### config.mk
export PLATFORM = sky130hd
export DESIGN_NAME = ula_input_sequencer
export DESIGN_NICKNAME = d
export VERILOG_FILES = /design/src/rtl/ula_pkg.sv /design/src/rtl/ula_enter_conditioner.sv /design/src/rtl/ula_input_sequencer.sv
export SDC_FILE = /design/constraint.sdc
export NUM_CORES = 1
export LEC_CHECK = 0
export ABC_AREA = 1
export ABC_CLOCK_PERIOD_IN_PS = 2400
export BUFFER_PORTS_ARGS = -buffer_cell sky130_fd_sc_hd__clkbuf_2
export CAP_MARGIN = 20
export CORE_UTILIZATION = 47
export CTS_CLUSTER_SIZE = 12
export DETAILED_ROUTE_END_ITERATION = 8
export PLACE_DENSITY = 0.72
export SLEW_MARGIN = 5
export SYNTH_ARGS = -nofsm -noshare
export SYNTH_HDL_FRONTEND = slang
export SYNTH_SLANG_ARGS = --single-unit
### constraint.sdc
create_clock -name clock -period 2.4 [get_ports clock]
set_clock_uncertainty 0.05 [all_clocks]
set_input_delay 0 -clock clock [delete_from_list [all_inputs] [get_ports clock]]
set_output_delay 0 -clock clock [all_outputs]
set_load 0.01 [all_outputs]
### src/rtl/ula_pkg.sv
// Shared constants for the ULA block: sequencer stage encodings and default widths
// used by the sequencer, storage registers and the ULA itself.
package ula_pkg;
  localparam int STAGE_W    = 3;
  localparam int ULA_DATA_W = 4;
  localparam int ULA_OP_W   = 3;

  typedef enum logic [STAGE_W-1:0] {
    WAIT_A  = 3'd0,
    WAIT_B  = 3'd1,
    WAIT_OP = 3'd2,
    EXEC    = 3'd3,
    SHOW    = 3'd4
  } ula_stage_e;
endpackage

### src/rtl/ula_enter_conditioner.sv
// Enter button conditioning: 2-flop synchronizer, optional debounce, rising-edge pulse.
// Debounce counter is built only when ULA_DEBOUNCE_EN is defined.
module ula_enter_conditioner #(
  parameter int DEBOUNCE_CYCLES = 16
) (
  input  logic clock,
  input  logic reset,
  input  logic enter,
  output logic enter_pulse
);
  logic sync1, sync2, level, prev;

  always_ff @(posedge clock) begin
    if (reset) begin
      sync1 <= 1'b0;
      sync2 <= 1'b0;
    end else begin
      sync1 <= enter;
      sync2 <= sync1;
    end
  end

`ifdef ULA_DEBOUNCE_EN
  localparam int CNT_W = $clog2(DEBOUNCE_CYCLES + 1);
  logic [CNT_W-1:0] cnt;
  logic             deb;

  // Level flips only after sync2 disagrees for DEBOUNCE_CYCLES samples in a row.
  always_ff @(posedge clock) begin
    if (reset) begin
      cnt <= '0;
      deb <= 1'b0;
    end else if (sync2 == deb) begin
      cnt <= '0;
    end else if (cnt == CNT_W'(DEBOUNCE_CYCLES - 1)) begin
      cnt <= '0;
      deb <= sync2;
    end else begin
      cnt <= cnt + 1'b1;
    end
  end

  assign level = deb;
`else
  assign level = sync2;
`endif

  always_ff @(posedge clock) begin
    if (reset) prev <= 1'b0;
    else       prev <= level;
  end

  assign enter_pulse = level & ~prev;
endmodule

### src/rtl/ula_input_sequencer.sv
// Captures operand A, operand B and opcode from a shared switch bus on successive
// enter presses, then fires one execute pulse. Optional debounce: ULA_DEBOUNCE_EN.
module ula_input_sequencer
  import ula_pkg::*;
#(
  parameter int DATA_W          = ULA_DATA_W,
  parameter int OP_W            = ULA_OP_W,
  parameter int DEBOUNCE_CYCLES = 16
) (
  input  logic               clock,
  input  logic               reset,
  input  logic [DATA_W-1:0]  data_in,
  input  logic               enter,
  input  logic               clear,
  output logic [DATA_W-1:0]  operand_a,
  output logic [DATA_W-1:0]  operand_b,
  output logic [OP_W-1:0]    opcode,
  output logic               load_a,
  output logic               load_b,
  output logic               load_op,
  output logic               execute,
  output logic [STAGE_W-1:0] stage
);
  logic       enter_pulse;
  ula_stage_e state_q, state_d;
  logic       cap_a, cap_b, cap_op, exec_d;

  ula_enter_conditioner #(.DEBOUNCE_CYCLES(DEBOUNCE_CYCLES)) u_enter (
    .clock       (clock),
    .reset       (reset),
    .enter       (enter),
    .enter_pulse (enter_pulse)
  );

  always_ff @(posedge clock) begin
    if (reset) state_q <= WAIT_A;
    else       state_q <= state_d;
  end

  always_comb begin
    state_d = state_q;
    if (clear) begin
      state_d = WAIT_A;
    end else begin
      case (state_q)
        WAIT_A:  if (enter_pulse) state_d = WAIT_B;
        WAIT_B:  if (enter_pulse) state_d = WAIT_OP;
        WAIT_OP: if (enter_pulse) state_d = EXEC;
        EXEC:    state_d = SHOW;
        SHOW:    if (enter_pulse) state_d = WAIT_A;
        default: state_d = WAIT_A;
      endcase
    end
  end

  // Strobes are decoded here and registered so they line up with the captured value.
  always_comb begin
    cap_a  = !clear && enter_pulse && (state_q == WAIT_A);
    cap_b  = !clear && enter_pulse && (state_q == WAIT_B);
    cap_op = !clear && enter_pulse && (state_q == WAIT_OP);
    exec_d = !clear && (state_q == EXEC);
    stage  = state_q;
  end

  always_ff @(posedge clock) begin
    if (reset || clear) begin
      operand_a <= '0;
      operand_b <= '0;
      opcode    <= '0;
      load_a    <= 1'b0;
      load_b    <= 1'b0;
      load_op   <= 1'b0;
      execute   <= 1'b0;
    end else begin
      if (cap_a)  operand_a <= data_in;
      if (cap_b)  operand_b <= data_in;
      if (cap_op) opcode    <= data_in[OP_W-1:0];
      load_a  <= cap_a;
      load_b  <= cap_b;
      load_op <= cap_op;
      execute <= exec_d;
    end
  end
endmodule

==> metrics <==
synthesis warning total=0; kind of critical path=reg2reg; post-layout min period=1.39 ns; Pwr Density=520 mW/mm²; Routed WL per cell=9.24 µm; Fin. Hold Viols=0; top cell type's share of synthesized area=49.5%; DR WL met3=64 µm; Root Buffer=clkbuf_4; largest net degree at the start of global routing=13; Syn Area/Cell=7.45 µm²; H-tree Lvls=1; CTS tree=yes; Clk Latency, worst-skew pair=0.30 ns; final core utilization=68.9%; Initial Utilization=53.3%; CP Launch Type=flop; clock network fraction of total power=29.5%; first-pass GRT wire length=2840 µm; Die X-Extent=44.5 µm; Port Buffers=25; layout cells sized above 1=26.0%; Seq cells post-synth=21; DR iter-0 viols=18; Overflow after GRT=0; CTS Buffer Depth=2; site row count=14; status=finished, final reports clean; met1 wire length=732 µm; cells along the critical path=nand3_1 > nor3_1 > dlygate4sd3_1; vias per std cell=4.45; 1st-pass router iterations=4; worst hold path type=reg2reg; mapped cell area=850 µm²; vias in the first global route=694; layout net count=159; ANT cells=0; total track usage=19.9%; Data required, critical path=2.60 ns; residual DRC count=0; Slew Limit Fails=0; Placer Congestion=0.729; Max Cap Violations=0; number of post-CTS setup repair buffers=0; leakage power=0.000520 µW; met2 wire length=773 µm; register share of total power=62.0%; CP max stage cell=dlygate4sd3_1; worst r2r src=stage[0]$_SDFFE_PP0P_; Worst Setup End Kind=flop; NetSw=133 µW; post-route ant nets=0; most frequent cells in the layout=nor2_1, clkbuf_2, dfxtp_1; I/O pin count=26; die height=44.5 µm; CP delay by family, top=buffers and inverters; Logic pwr share=8.5%; Area growth, synth to finish=29.3%; commonest non-fill, non-tap cell in the layout=nor2_1; sequential element share of the synthesized area=49.5%; post-synth top area cell=dfxtp_1; crit path from=stage[0]$_SDFFE_PP0P_; Inserted Clock Buffers=3; clk sinks=21; Vias=774; CP Max Fanout=6; largest cells by area after synthesis=dfxtp_1, nor2_1, nand2_1; CORE AREA=0.00159 mm²; Critical Path AT=1.59 ns; Setup violations, final=0; Crit path buffers/inverters=1; internal power=438 µW; die area=0.00198 mm²; hold_sp=u_enter.sync1$_SDFF_PP0_; library cells used by synthesis=15; setup_tns=0 ns; dpl hpwl=1190 µm; initial antenna violation count=0; Tcrit/Tclk final=57.8%; Post-Syn Nets=122; Rel. slew slack=81.7%; DR top layer=met4; Net Sw Frac=23.2%; Achievable Freq=721 MHz; unrepaired setup endpoints after global routing=no; Post-Route WL=1610 µm; synthesized instance count=114; Reg clk slew, reported paths=0.11 ns; slew at the pin closest to its max-slew limit=0.274 ns; maximum vdd drop=0.000373 V; Max stage delay on crit path=0.57 ns
routing by layer:
layer | GRT usage, % | vias to the layer above
met5 | 0 | -
met4 | 10.9 | 0
met3 | 4.90 | 5
met2 | 32.9 | 23
met1 | 23.5 | 331
li1 | - | 415
power groups by stage:
| stage | clock [µW] | combinational, µW | sequential (µW) |
|---|---|---|---|
| 2_1_floorplan | 0 | 26.8 | 363 |
| 3_3_place_gp | 0 | 37.5 | 362 |
| 3_5_place_dp | 0 | 38.3 | 362 |
| 4_1_cts | 171 | 48.3 | 354 |
| 5_1_grt | 185 | 54.5 | 355 |
| 6_report | 168 | 48.4 | 354 |
area by class of cell:
type	instances	area, µm²
tap	24	30.0
inverter	19	71.3
multi-input combinational	72	335
timing repair buffer	34	215
clock buffer	4	26.3
fill	137	495
sequential	21	420
kinds of logic after synthesis:
| group | synth area share, % |
|---|---|
| AOI/OAI and AO/OA | 2.50 |
| buffers and inverters | 11.0 |
| DFF | 49.5 |
| and+or+nand+nor | 37.0 |
state kept, by name (all words and copies together), names as in the netlist:
| signal | flops |
|---|---|
| operand_a | 4 |
| execute | 1 |
| operand_b | 4 |
| u_enter.level | 1 |
| u_enter.sync1 | 1 |
| load_a | 1 |
| load_op | 1 |
| load_b | 1 |
| u_enter.prev | 1 |
| stage | 3 |
| opcode | 3 |
Yosys cell counts:
cell and instances:
nand2_2 1, nor3_1 2, nor2_1 29, inv_1 17
nand3_1 9, dfxtp_1 21, inv_2 2, nand2_1 20
nor2_2 4, buf_6 2, a21boi_0 1, nand3_2 1
nor2_4 3, a211oi_1 1, o22ai_1 1
worst min-delay path, cell delays in order (launching register included):
cell and delay (ns):
dfxtp_1 0.31, inv_1 0.04, nor2_1 0.03
repair_timing:
action / 4_1_cts / 5_1_grt
gates resized for setup: 0 / 0
hold buffers: 9 / 0
endpoints found under the setup margin: 0 / 0
endpoints found under the hold margin: 12 / 0
per-stage QoR:
stage / worst slack [ns] / instance area, µm² / instances / hold WS (ns) / power, µW
global placement: 1.32 / 982 / 161 / 0.146 / 399
global route: 0.898 / 1100 / 174 / 0.403 / 594
finish: 1.01 / 1100 / 174 / 0.360 / 571
detailed placement: 1.30 / 982 / 161 / 0.147 / 400
CTS: 1.04 / 1100 / 174 / 0.363 / 574
floorplan: 1.38 / 850 / 114 / 0.0286 / 389
path summary, 6_finish.rpt:
kind                                   end  slack (ns)  depth (start not counted)
hold reg to reg   u_enter.level$_SDFF_PP0_        0.36                          2
hold / removal    u_enter.level$_SDFF_PP0_        0.36                          2
setup reg to reg        execute$_SDFF_PP0_        1.01                          3
setup / recovery        execute$_SDFF_PP0_        1.01                          3
(Power assumes the default switching activity.)
